File: config.mk
export PLATFORM = sky130hd
export DESIGN_NAME = seq_pingpong_buffer
export DESIGN_NICKNAME = d
export VERILOG_FILES = /design/src/rtl/seq_pingpong_buffer_pkg.sv /design/src/rtl/seq_bank.sv /design/src/rtl/seq_pingpong_buffer.sv
export SDC_FILE = /design/constraint.sdc
export NUM_CORES = 1
export LEC_CHECK = 0
export CAP_MARGIN = 0
export CELL_PAD_IN_SITES_DETAIL_PLACEMENT = 2
export CELL_PAD_IN_SITES_GLOBAL_PLACEMENT = 2
export CORE_MARGIN = 3
export CORE_UTILIZATION = 48
export DETAILED_ROUTE_END_ITERATION = 10
export DONT_BUFFER_PORTS = 1
export GPL_TIMING_DRIVEN = 0
export PLACE_DENSITY = 0.84
export SETUP_SLACK_MARGIN = 0.02
export SKIP_LAST_GASP = 1
export SLEW_MARGIN = 20
export SYNTH_ARGS = -nofsm -noshare
export SYNTH_HDL_FRONTEND = slang
export SYNTH_SLANG_ARGS = --single-unit
File: constraint.sdc
create_clock -name clk -period 3.45 [get_ports clk]
set_clock_uncertainty 0.2 [all_clocks]
set_input_delay 0.69 -clock clk [delete_from_list [all_inputs] [get_ports clk]]
set_output_delay 0.69 -clock clk [all_outputs]
set_load 0.01 [all_outputs]
File: src/rtl/seq_pingpong_buffer_pkg.sv
// Shared sizing, letter encodings and bank-state type for the ping-pong sequence buffer.
// The buffer slices a 32-letter DNA sequence into bytes of four 2-bit letters.
package seq_pingpong_buffer_pkg;

  localparam int SEQ_LENGTH       = 32;
  localparam int LETTER_WIDTH     = 2;
  localparam int INPUT_WIDTH      = 8;
  localparam int SEQ_BUS_W        = SEQ_LENGTH * LETTER_WIDTH;
  localparam int NUM_BUFF_REGS    = SEQ_BUS_W / INPUT_WIDTH;
  localparam int LETTERS_PER_BYTE = INPUT_WIDTH / LETTER_WIDTH;
  localparam int IDX_W            = $clog2(NUM_BUFF_REGS);

  localparam logic [LETTER_WIDTH-1:0] LETTER_A = 2'b00;
  localparam logic [LETTER_WIDTH-1:0] LETTER_T = 2'b01;
  localparam logic [LETTER_WIDTH-1:0] LETTER_C = 2'b10;
  localparam logic [LETTER_WIDTH-1:0] LETTER_G = 2'b11;

  typedef enum logic {BANK_EMPTY, BANK_FULL} bank_state_t;

  function automatic logic [1:0] full_count(input bank_state_t b0, input bank_state_t b1);
    return {1'b0, b0 == BANK_FULL} + {1'b0, b1 == BANK_FULL};
  endfunction

endpackage

File: src/rtl/seq_bank.sv
// One sequence bank: byte-addressed write port, whole sequence presented as a flat bus.
module seq_bank
  import seq_pingpong_buffer_pkg::*;
(
  input  logic                   clk,
  input  logic                   rst_n,
  input  logic                   wr_en,
  input  logic [IDX_W-1:0]       wr_idx,
  input  logic [INPUT_WIDTH-1:0] wr_data,
  output logic [SEQ_BUS_W-1:0]   rd_data
);

  logic [INPUT_WIDTH-1:0] regs [NUM_BUFF_REGS];

  always_ff @(posedge clk or negedge rst_n) begin
    if (!rst_n) begin
      for (int i = 0; i < NUM_BUFF_REGS; i++) regs[i] <= '0;
    end else if (wr_en) begin
      regs[wr_idx] <= wr_data;
    end
  end

  // Byte j lands at bits [8j+7:8j], which puts letter k at bits [2k+1:2k].
  always_comb begin
    rd_data = '0;
    for (int i = 0; i < NUM_BUFF_REGS; i++) rd_data[i*INPUT_WIDTH +: INPUT_WIDTH] = regs[i];
  end

endmodule

File: src/rtl/seq_pingpong_buffer.sv
// Two-bank ping-pong feeder: loads the next sequence byte-wise while the PUs score the
// current one, which is held on a parallel bus until the consumer releases it.
module seq_pingpong_buffer
  import seq_pingpong_buffer_pkg::*;
(
  input  logic                   clk,
  input  logic                   rst_n,
  input  logic                   flush,
  input  logic                   in_valid,
  output logic                   in_ready,
  input  logic [INPUT_WIDTH-1:0] in_data,
  output logic                   seq_valid,
  output logic [SEQ_BUS_W-1:0]   seq_letters,
  input  logic                   seq_release,
  output logic [1:0]             level,
  output logic                   rd_bank
);

  bank_state_t          bank_st [2];
  logic                 wr_ptr;
  logic                 rd_ptr;
  logic [IDX_W-1:0]     wr_cnt;
  logic                 accept;
  logic                 release_ok;
  logic                 last_byte;
  logic [SEQ_BUS_W-1:0] bank_data [2];

  assign in_ready   = (bank_st[wr_ptr] == BANK_EMPTY) && !flush;
  assign seq_valid  = (bank_st[rd_ptr] == BANK_FULL);
  assign accept     = in_valid && in_ready;
  assign release_ok = seq_release && seq_valid && !flush;
  assign last_byte  = (wr_cnt == IDX_W'(NUM_BUFF_REGS - 1));

  // Write and release never hit the same bank: one needs EMPTY, the other FULL.
  always_ff @(posedge clk or negedge rst_n) begin
    if (!rst_n) begin
      bank_st[0] <= BANK_EMPTY;
      bank_st[1] <= BANK_EMPTY;
      wr_ptr     <= 1'b0;
      rd_ptr     <= 1'b0;
      wr_cnt     <= '0;
    end else if (flush) begin
      bank_st[0] <= BANK_EMPTY;
      bank_st[1] <= BANK_EMPTY;
      wr_ptr     <= 1'b0;
      rd_ptr     <= 1'b0;
      wr_cnt     <= '0;
    end else begin
      if (accept) begin
        if (last_byte) begin
          bank_st[wr_ptr] <= BANK_FULL;
          wr_ptr          <= ~wr_ptr;
          wr_cnt          <= '0;
        end else begin
          wr_cnt <= wr_cnt + IDX_W'(1);
        end
      end
      if (release_ok) begin
        bank_st[rd_ptr] <= BANK_EMPTY;
        rd_ptr          <= ~rd_ptr;
      end
    end
  end

  for (genvar b = 0; b < 2; b++) begin : g_bank
    seq_bank u_bank (
      .clk     (clk),
      .rst_n   (rst_n),
      .wr_en   (accept && (wr_ptr == 1'(b))),
      .wr_idx  (wr_cnt),
      .wr_data (in_data),
      .rd_data (bank_data[b])
    );
  end

  // Both mux inputs and the select are registers, so seq_* never sees in_* combinationally.
  assign seq_letters = bank_data[rd_ptr];
  assign level       = full_count(bank_st[0], bank_st[1]);
  assign rd_bank     = rd_ptr;

endmodule
==> flow_metrics.py <==
metrics = {
    "timing": {
        "slew_violations": 0,
        "worstMarginPinSlew_ps": 792,
        "setup_viol": 0,
        "min_period_ps": 3190,
        "clock.fmax_ghz": 0.313,
        "grt_setup_unrepaired": "false",
        "finalSetupTns_ps": 0,
        "finalHoldViolCount": 135,
        "whs_ps": -236,
        "maxSlewHeadroom_pct": 47.2,
        "timing.final.crit_share_pct": 92.6,
    },
    "clock_network": {
        "cts-root-buf": "clkbuf_16",
        "cts_tree": "done",
        "cts_buffer_depth": 2,
        "htree_levels": 4,
        "postCtsSetupBuffers": 0,
        "insertion_delay_ps": 420,
        "cts_sinks": 135,
        "cts_buffers": 17,
        "clkTransAtPathRegs_ps": 60,
    },
    "global_route": {
        "grt_max_degree": 136,
        "grt_usage_pct": 27.8,
        "antenna_found_initial": 0,
        "overflow": 0,
        "grt_pass1_vias": 4192,
        "grt_pass1_wl_mm": 28.7,
    },
    "layout": {
        "finalNetCount": 440,
        "antenna_cells": 0,
        "syn_to_final_growth_pct": 13.9,
        "drive_gt1_share_pct": 57.7,
    },
    "setup_path": {
        "cp-startpoint": "rd_bank",
        "crit_arrival_ps": 2300,
        "critPathKind": "flip-flop to output port",
        "startpoint_type": "flip-flop",
        "cp_max_fo": 10,
        "required_ps": 2560,
        "timing.rr.start": "wr_cnt[1]",
        "worstSetupEndpointType": "output port",
    },
    "routing": {
        "wl_per_cell_um": 30.6,
        "first_pass_iters": 4,
        "drcViolationCount": 0,
        "drt_iter0_drc": 145,
        "avgViaCountPerCell": 5.87,
        "postRouteWirelength_mm": 18.5,
        "postRouteAntennaNets": 0,
        "num_vias": 3552,
    },
    "synthesis": {
        "avgSynthCellArea_um2": 15.1,
        "synthCells": 405,
        "ys_seq_area_share_pct": 55.3,
        "yosysWarningCount": 0,
        "synthFlopType": "dfrtp_1",
        "synth_seq_cells": 135,
        "synth.most_common_cell": "mux2_2",
        "synth_edf_count": 0,
        "synth_cell_types": 31,
        "synth_common_cells": "mux2_2, dfrtp_1, clkbuf_1",
        "yosysTopAreaCellShare_pct": 55.3,
        "async_flop_share_pct": 100,
        "synth_top_cell_by_area": "dfrtp_1",
        "synth_area_um2": 6110,
        "synth_area_leaders": "dfrtp_1, mux2_2, nand3_2",
        "syn-num-nets": 421,
    },
    "pwr": {
        "combPwrFrac_pct": 13.7,
        "clockPowerShare_pct": 44.1,
        "internal-power_mw": 3.32,
        "peakVddDrop_v": 0.000398,
        "seq_power_share_pct": 42.3,
        "p_sw_share_pct": 25.6,
        "powerDensity_nw_per_um2": 640,
        "switchingPower_mw": 1.14,
        "power_mw": 4.46,
        "p_leak_nw": 3.43,
    },
    "place": {
        "dp_hpwl_mm": 10.5,
        "routabilityCongestion": 0.721,
        "port_buffers": 0,
    },
    "floorplanning": {
        "dieHeight_um": 119,
        "start_util_pct": 50.0,
        "dieArea_um2": 14100,
        "die_x_um": 119,
        "num_rows": 40,
        "io_pins": 82,
        "core_area_um2": 12200,
    },
    "status": {
        "violations": "negative hold slack",
        "outcome": "finished, violations left",
    },
    "run": {
        "maxCapViolations": 0,
    },
    "worst_hold_path": {
        "hold_path_class": "input pin to asynchronous set/reset pin",
    },
}
-- final cells by class --
cell class,instances,area (µm²)
plain buffers,26,123
clock buffers,25,526
clock inverters,7,113
fillers,1088,5250
inverters,2,7.51
multi-input cells,242,2600
flip-flops and latches,135,3380
well taps,168,210
-- worst max-delay path, stage by stage (launching register included) --
cell and delay, ps:
dfrtp_1 410, clkbuf_1 360, buf_1 640, mux2_2 470
-- per-layer routing --
metal / GRT usage (%) / up-vias / routed length, µm
met2: 47.1 / 78 / 9640
met3: 7.45 / 21 / 718
met5: 0 / - / 0
met4: 7.75 / 0 / 309
met1: 35.3 / 1936 / 7850
li1: - / 1517 / -
-- stage by stage --
stage | hold WS, ps | worst slack (ps) | instances | area [µm²] | utilization, %
after detailed placement | 199 | 713 | 573 | 6320 | 51.8
after global routing | -259 | 158 | 605 | 6960 | 57.0
after floorplan | 194 | 1200 | 405 | 6110 | -
after CTS | -250 | 258 | 605 | 6960 | 57.0
final | -236 | 257 | 605 | 6960 | 57.0
after global placement | 199 | 784 | 573 | 6320 | 51.8
-- cells in the final DEF, fill, tap and decap left out, types with 4 or more instances in the layout --
cell type,Yosys,routed
buf_1,5,5
buf_2,8,8
dfrtp_1,135,135
nand3_2,6,6
nand2_1,7,7
clkbuf_16,0,17
clkbuf_8,0,7
clkbuf_1,10,11
mux2_2,192,192
nor2b_1,4,4
-- registers in the layout (all words and copies together) (netlist names) --
name	cells
rd_bank	1
wr_cnt	3
g_bank.u_bank.rd_data	128
bank_st	2
wr_ptr	1
-- final timing paths --
check	to	slack, ps	cells past startpoint
setup / recovery	seq_letters[49]	260	3
hold / removal	g_bank[1].u_bank.rd_data[59]	-240	0
setup reg to reg	g_bank[0].u_bank.rd_data[29]	1320	4
hold reg to reg	g_bank[1].u_bank.rd_data[18]	300	1
max in group asynchronous	g_bank[1].u_bank.rd_data[46]	3050	0
min in group clk	wr_ptr	180	1
-- logic make-up (layout without fill, tap and decap cells) --
| group | Yosys count | after routing | synth area share (%) |
|---|---|---|---|
| AND/OR/NAND/NOR | 36 | 36 | 4.92 |
| buffers and inverters | 28 | 60 | 2.13 |
| multiplexers | 196 | 196 | 36.3 |
| adder cells (fa/ha/maj) | 3 | 3 | 0.614 |
| AO/OA/AOI/OAI | 7 | 7 | 0.758 |
| flip-flops | 135 | 135 | 55.3 |
-- power groups by stage --
stage,combinational (mW),clock [mW],sequential (mW)
global route,0.641,2.07,1.90
global placement,0.559,0,1.86
finish,0.609,1.96,1.88
detailed placement,0.592,0,1.89
floorplan,0.472,0,1.84
CTS,0.619,1.99,1.88
-- timing repair --
action | 4_1_cts | 5_1_grt
hold endpoints to repair | 135 | 135
endpoints found under the setup margin | 0 | 0
resized for setup | 0 | 0
(Power assumes the default switching activity.)
